## src/rtl/a2d_sequencer.sv

```systemverilog
// ---------------------------------------------------------------------------
// a2d_sequencer
//
// Round-robin conversion controller for the ADC128S 12-bit A2D. Each accepted
// `nxt` request runs one two-frame SPI exchange with the A2D. The exchange
// targets the next channel in the fixed order 0 -> 4 -> 5 -> 0. The A2D
// returns the result of the channel addressed in the *previous* frame. For
// that reason the same command is sent twice, and only the second frame's
// read data is kept.
//
// Ports
//   clk        in   system clock, rising edge
//   rst_n      in   asynchronous active-low reset
//   nxt        in   one-cycle request for the next conversion (IDLE only)
//   MISO       in   serial data from the A2D
//   SS_n       out  active-low slave select (idles high)
//   SCLK       out  serial clock = clk/32 (idles high)
//   MOSI       out  serial command data (command shift register MSB)
//   lft_ld     out  last channel-0 result
//   rght_ld    out  last channel-4 result
//   batt       out  last channel-5 result
//   busy       out  conversion in progress
//   cnv_cmplt  out  one-cycle pulse when a result register updates
// ---------------------------------------------------------------------------
module a2d_sequencer (
    input  logic        clk,
    input  logic        rst_n,
    input  logic        nxt,
    input  logic        MISO,
    output logic        SS_n,
    output logic        SCLK,
    output logic        MOSI,
    output logic [11:0] lft_ld,
    output logic [11:0] rght_ld,
    output logic [11:0] batt,
    output logic        busy,
    output logic        cnv_cmplt
);

    // Sequencer states
    localparam logic [1:0] IDLE = 2'd0;
    localparam logic [1:0] TXN1 = 2'd1;
    localparam logic [1:0] GAP  = 2'd2;
    localparam logic [1:0] TXN2 = 2'd3;

    // Preload for the SCLK divider. From 22 the divider MSB stays high for
    // 10 clocks (the front porch). It then wraps and gives 16 clocks low
    // and 16 clocks high per bit.
    localparam logic [4:0] DIV_LOAD = 5'b10110;

    // Channel sequence helper: 0 -> 4 -> 5 -> 0.
    function automatic logic [2:0] next_ptr(input logic [2:0] p);
        logic [2:0] n;
        case (p)
            3'd0:    n = 3'd4;
            3'd4:    n = 3'd5;
            default: n = 3'd0;
        endcase
        return n;
    endfunction

    // Command word for a channel: channel address in bits [13:11].
    function automatic logic [15:0] cmd_word(input logic [2:0] p);
        return {2'b00, p, 11'h000};
    endfunction

    // ------------------------------------------------------------------
    // State
    // ------------------------------------------------------------------
    logic [1:0]  state_r;
    logic [1:0]  state_nxt_s;
    logic [2:0]  ptr_r;
    logic [11:0] lft_r;
    logic [11:0] rght_r;
    logic [11:0] batt_r;
    logic        busy_r;
    logic        cnv_cmplt_r;

    // SPI master state
    logic [4:0]  div_r;
    logic [15:0] shft_r;
    logic        smp_r;
    logic [4:0]  bit_cnt_r;
    logic        ss_n_r;
    logic        done_r;

    // ------------------------------------------------------------------
    // Combinational decodes
    // ------------------------------------------------------------------
    logic        accept_s;
    logic        start_s;
    logic        active_s;
    logic        edge31_s;
    logic        shift_s;
    logic        last_s;
    logic        cmplt_s;
    logic [15:0] shft_nxt_s;

    // Decode SPI events and sequencer handshakes
    always_comb begin
        accept_s   = (state_r == IDLE) && nxt;
        // A frame starts on an accepted request or on the single GAP cycle.
        start_s    = accept_s || (state_r == GAP);
        active_s   = !ss_n_r;
        edge31_s   = active_s && (div_r == 5'd31);
        // The first divider wrap ends the front porch. No bit has been
        // sampled yet, so that wrap only advances the bit counter.
        shift_s    = edge31_s && (bit_cnt_r != 5'd0);
        last_s     = edge31_s && (bit_cnt_r == 5'd16);
        cmplt_s    = (state_r == TXN2) && last_s;
        shft_nxt_s = {shft_r[14:0], smp_r};
    end

    // SPI master: divider, shifter, MISO sample flop, framing
    always_ff @(posedge clk or negedge rst_n) begin
        if (!rst_n) begin
            div_r     <= DIV_LOAD;
            shft_r    <= 16'h0000;
            smp_r     <= 1'b0;
            bit_cnt_r <= 5'd0;
            ss_n_r    <= 1'b1;
            done_r    <= 1'b0;
        end else if (start_s) begin
            div_r     <= DIV_LOAD;
            shft_r    <= cmd_word(ptr_r);
            smp_r     <= smp_r;
            bit_cnt_r <= 5'd0;
            ss_n_r    <= 1'b0;
            done_r    <= 1'b0;
        end else if (active_s) begin
            done_r <= last_s;
            // Sample the cycle before SCLK rises so the A2D data has had
            // the whole low half-period to settle.
            if (div_r == 5'd15) begin
                smp_r <= MISO;
            end else begin
                smp_r <= smp_r;
            end
            if (shift_s) begin
                shft_r <= shft_nxt_s;
            end else begin
                shft_r <= shft_r;
            end
            if (last_s) begin
                // Keep SCLK high after the last bit, ready for the next frame.
                div_r     <= DIV_LOAD;
                bit_cnt_r <= 5'd0;
                ss_n_r    <= 1'b1;
            end else if (edge31_s) begin
                div_r     <= div_r + 5'd1;
                bit_cnt_r <= bit_cnt_r + 5'd1;
                ss_n_r    <= 1'b0;
            end else begin
                div_r     <= div_r + 5'd1;
                bit_cnt_r <= bit_cnt_r;
                ss_n_r    <= 1'b0;
            end
        end else begin
            div_r     <= div_r;
            shft_r    <= shft_r;
            smp_r     <= smp_r;
            bit_cnt_r <= bit_cnt_r;
            ss_n_r    <= 1'b1;
            done_r    <= 1'b0;
        end
    end

    // Sequencer next-state logic
    always_comb begin
        state_nxt_s = state_r;
        case (state_r)
            IDLE: begin
                if (nxt) begin
                    state_nxt_s = TXN1;
                end else begin
                    state_nxt_s = IDLE;
                end
            end
            TXN1: begin
                if (done_r) begin
                    state_nxt_s = GAP;
                end else begin
                    state_nxt_s = TXN1;
                end
            end
            // GAP is one cycle. SS_n is also high during the done cycle,
            // which gives two clocks high between the frames.
            GAP: begin
                state_nxt_s = TXN2;
            end
            TXN2: begin
                if (done_r) begin
                    state_nxt_s = IDLE;
                end else begin
                    state_nxt_s = TXN2;
                end
            end
            default: begin
                state_nxt_s = IDLE;
            end
        endcase
    end

    // Sequencer state register
    always_ff @(posedge clk or negedge rst_n) begin
        if (!rst_n) begin
            state_r <= IDLE;
        end else begin
            state_r <= state_nxt_s;
        end
    end

    // Result capture, channel pointer, busy and completion pulse
    always_ff @(posedge clk or negedge rst_n) begin
        if (!rst_n) begin
            ptr_r       <= 3'd0;
            lft_r       <= 12'h000;
            rght_r      <= 12'h000;
            batt_r      <= 12'h000;
            busy_r      <= 1'b0;
            cnv_cmplt_r <= 1'b0;
        end else if (cmplt_s) begin
            // Capture the final shift value directly, so the result lands
            // on the same edge as the last bit.
            case (ptr_r)
                3'd0:    lft_r  <= shft_nxt_s[11:0];
                3'd4:    rght_r <= shft_nxt_s[11:0];
                3'd5:    batt_r <= shft_nxt_s[11:0];
                default: lft_r  <= lft_r;
            endcase
            ptr_r       <= next_ptr(ptr_r);
            busy_r      <= 1'b0;
            cnv_cmplt_r <= 1'b1;
        end else begin
            ptr_r       <= ptr_r;
            busy_r      <= busy_r | accept_s;
            cnv_cmplt_r <= 1'b0;
        end
    end

    assign SS_n      = ss_n_r;
    assign SCLK      = div_r[4];
    assign MOSI      = shft_r[15];
    assign lft_ld    = lft_r;
    assign rght_ld   = rght_r;
    assign batt      = batt_r;
    assign busy      = busy_r;
    assign cnv_cmplt = cnv_cmplt_r;

endmodule

```

## config.mk

```make
export PLATFORM = sky130hd
export DESIGN_NAME = a2d_sequencer
export DESIGN_NICKNAME = d
export VERILOG_FILES = /design/src/rtl/a2d_sequencer.sv
export SDC_FILE = /design/constraint.sdc
export NUM_CORES = 1
export LEC_CHECK = 0
export BUFFER_PORTS_ARGS = -buffer_cell sky130_fd_sc_hd__buf_2
export CAP_MARGIN = 25
export CORE_ASPECT_RATIO = 1.5
export CORE_UTILIZATION = 60
export CTS_CLUSTER_DIAMETER = 30
export CTS_CLUSTER_SIZE = 30
export DETAILED_ROUTE_END_ITERATION = 8
export PLACE_DENSITY = 0.88
export SYNTH_ARGS = -nofsm -noshare
export SYNTH_HDL_FRONTEND = slang
export SYNTH_SLANG_ARGS = --single-unit
```

## constraint.sdc

```tcl
create_clock -name clk -period 8 [get_ports clk]
set_clock_uncertainty 0.15 [all_clocks]
set_input_delay 0.4 -clock clk [delete_from_list [all_inputs] [get_ports clk]]
set_output_delay 0.4 -clock clk [all_outputs]
set_load 0.01 [all_outputs]
```

==> results_dict.tcl <==
set metrics [dict create \
    synth_fp_nets 259 \
    start_kind "flip-flop" \
    cp.required_ps 8070 \
    ys_ff_latch 71 \
    layout.cells.non_filler 366 \
    seq_area_um2 1780 \
    drive_gt1_share_pct 37.7 \
    mappedNetlistArea_um2 3060 \
    worstSetupEndpointType "flip-flop" \
    antenna_found_initial 0 \
    syn2layout_area_growth_pct 17.1 \
    n_antenna_cell 0 \
    hpwl_um 3860 \
    wl_per_cell_um 16.3 \
    cts_sinks 71 \
    max-vdd-ir-drop_v 0.000165 \
    post-cts-setup-buffers 0 \
    worst_slew_pin_slew_ps 867 \
    dp.cells 348 \
    synthCells 250 \
    hold_buffers 0 \
    hold_viol 0 \
    critPathMaxStageDelay_ps 780 \
    grt_max_degree 72 \
    clock_latency_ps 340 \
    routed_wl_um 5950 \
    outcome "complete, no violations" \
    pre_cts_ws_ps 4880 \
    fin_tns_setup_ps 0 \
    port_buffers 44 \
    worstPathCellList "ha_1 -> and3_1 -> ha_1 -> nand4b_1 -> nor4b_4 -> mux2_2" \
    dr.first_iter.drc_count 119 \
    tritoncts "done" \
    core-area_um2 4850 \
    rsz0062_at_grt "false" \
    period_needed_ps 2960 \
    place_area_um2 3320 \
    ctsResizeCount 0 \
    mostFrequentLayoutCells "67 x dfrtp_1, 44 x buf_2, 27 x o21ai_0, 27 x mux2_2, 24 x a21oi_1" \
    pwr_density_cell_nw_per_um2 260 \
    netlist_top_cells_area "dfrtp_1 55%, mux2_2 9.9%, mux2_4 4.9%" \
    die_area_um2 5390 \
    initial_core_util_pct 63.1 \
    hold_class "input port to async pin" \
    drcViolationCount 0 \
    grt_util_all_layers_pct 23.9 \
    htree_num_levels 3 \
    maxCapViolCount 0 \
    ys_seq_area_share_pct 58.2 \
    slowest_stage "nor4b_4" \
    vias_per_cell 5.76 \
    die_width_um 60.3 \
    synth.avg_cell_area_um2 12.2 \
    ant_nets 0 \
    crit_fanout 13 \
    final_common_cell "dfrtp_1" \
    clock-root-buffer "clkbuf_8" \
    setup_violations 0 \
    multi_input_area_um2 1190 \
    cts.path.max_buffers 2 \
    p_total_uw 932 \
    numCtsBuffers 9 \
    io-pin-count 45 \
    worst_slack_ps 5040 \
    final_area_um2 3580 \
    cellLeakagePower_nw 1.82 \
    slew_headroom_pct 42.2 \
    synth_top_cell_area_share_pct 54.8 \
    floorplan.rows 31 \
    critPathKind "flip-flop to flip-flop" \
    yosysTopAreaCell "dfrtp_1" \
    maxSlewViolCount 0 \
    firstDrtPassIters 4 \
    n_fill_cell 298 \
    vias 2108 \
    nNetsFinal 304 \
    path_clk_slew_ps 70 \
    grt-ovfl-total 0 \
    cp.arrival_ps 3030 \
    fp.dieH_um 89.5 \
    grt_pass1_vias 2038 \
    yosysUniqueCellTypes 40 \
    fin_crit_sh_pct 37.0 \
    gp_congestion 0.754 \
    grt_pass1_wl_um 9450 \
    yosys_warnings 0 \
    crit_top_cell "ha_1" \
    fmax_mhz 338 \
]
[stage by stage]
stage                     hold slack, ps  util, %
final                               90.5     73.9
after global routing                 151     73.9
after CTS                            122     73.5
after detailed placement             309     68.4
after global placement               296     68.4
after floorplan                    -45.6        -
[per-layer routing]
layer | wire (um) | share of wire [%] | up-vias | global-route usage [%]
li1 | - | - | 979 | -
met1 | 2460 | 41 | 1054 | 29.3
met2 | 3120 | 52 | 59 | 38.5
met3 | 224 | 3.8 | 16 | 5.64
met4 | 146 | 2.5 | 0 | 13.1
met5 | 0 | 0 | - | 0
[cell families (layout without fill, tap and decap cells)]
kind of cell,after synthesis,in the layout,share of synthesized area (%)
multiplexers,37,37,14.8
XOR/XNOR,2,2,0.573
AO/OA/AOI/OAI,62,62,11.1
buffers and inverters,21,71,3.15
adder cells (fa/ha/maj),5,5,2.04
AND/OR/NAND/NOR,52,52,10.0
flip-flops,71,71,58.2
[sequential cells by signal, indices dropped and copies added, names as in the netlist, 2 cells and up]
| name | cells |
|---|---|
| div_r | 5 |
| shft_r | 16 |
| ptr_r | 2 |
| lft_ld | 12 |
| state_r | 2 |
| bit_cnt_r | 5 |
| batt | 12 |
| rght_ld | 12 |
[where the power goes]
group | internal [mW] | switching (mW)
clock network | 0.208 | 0.136
logic | 0.0537 | 0.0907
registers | 0.404 | 0.0396
[worst max-delay path: cells and delay by family (launching register included)]
family,cells,cell delay (ps)
multiplexers,1,410
AND/OR/NAND/NOR,3,1250
adder cells (fa/ha/maj),2,480
flip-flops,1,540
[synthesized netlist by cell type]
| cell type | n |
|---|---|
| nand4b_1 | 1 |
| nor3_1 | 1 |
| a21o_1 | 1 |
| a31oi_1 | 3 |
| nor4b_1 | 1 |
| buf_6 | 2 |
| xnor2_1 | 1 |
| a2111o_1 | 1 |
| o21bai_1 | 1 |
| o31ai_1 | 1 |
| nor4b_4 | 1 |
| buf_2 | 2 |
| nor2_1 | 7 |
| nor3b_1 | 1 |
| or2_2 | 1 |
| dfrtp_1 | 67 |
| mux2_4 | 10 |
| a21oi_1 | 24 |
| ha_1 | 5 |
| and4bb_2 | 1 |
| clkbuf_1 | 9 |
| xor2_1 | 1 |
| nand2b_1 | 1 |
| or3_1 | 2 |
| inv_1 | 7 |
| o21ba_2 | 1 |
| and3_1 | 1 |
| mux2_2 | 27 |
| o211ai_1 | 1 |
| nand2_1 | 9 |
| nand4bb_1 | 1 |
| or4_4 | 1 |
| o21ai_0 | 27 |
| a211oi_1 | 2 |
| or4b_2 | 1 |
| nand3_1 | 18 |
| buf_1 | 1 |
| nand3b_1 | 1 |
| nor2b_1 | 3 |
| dfstp_2 | 4 |
[final cells by class]
type                    count  share of cell area (%)
clock buffers               9                    3.46
clock inverters             7                    3.39
inverters                   7                   0.733
multi-input cells         158                    33.3
flip-flops and latches     71                    49.7
well taps                  66                    2.31
repair buffers             48                    7.09
[final timing paths]
kind                       startpoint      endpoint  slack (ps)  depth (start not counted)
min in group clk                 MISO         smp_r         160                          2
max in group asynchronous       rst_n  bit_cnt_r[0]        7030                          2
hold reg to reg                done_r    state_r[0]         310                          1
hold / removal                  rst_n     lft_ld[4]          90                          2
setup reg to reg             div_r[1]    rght_ld[3]        5040                          6
setup / recovery             div_r[1]    rght_ld[3]        5040                          6
No activity file was read; power rests on OpenSTA's default activity.
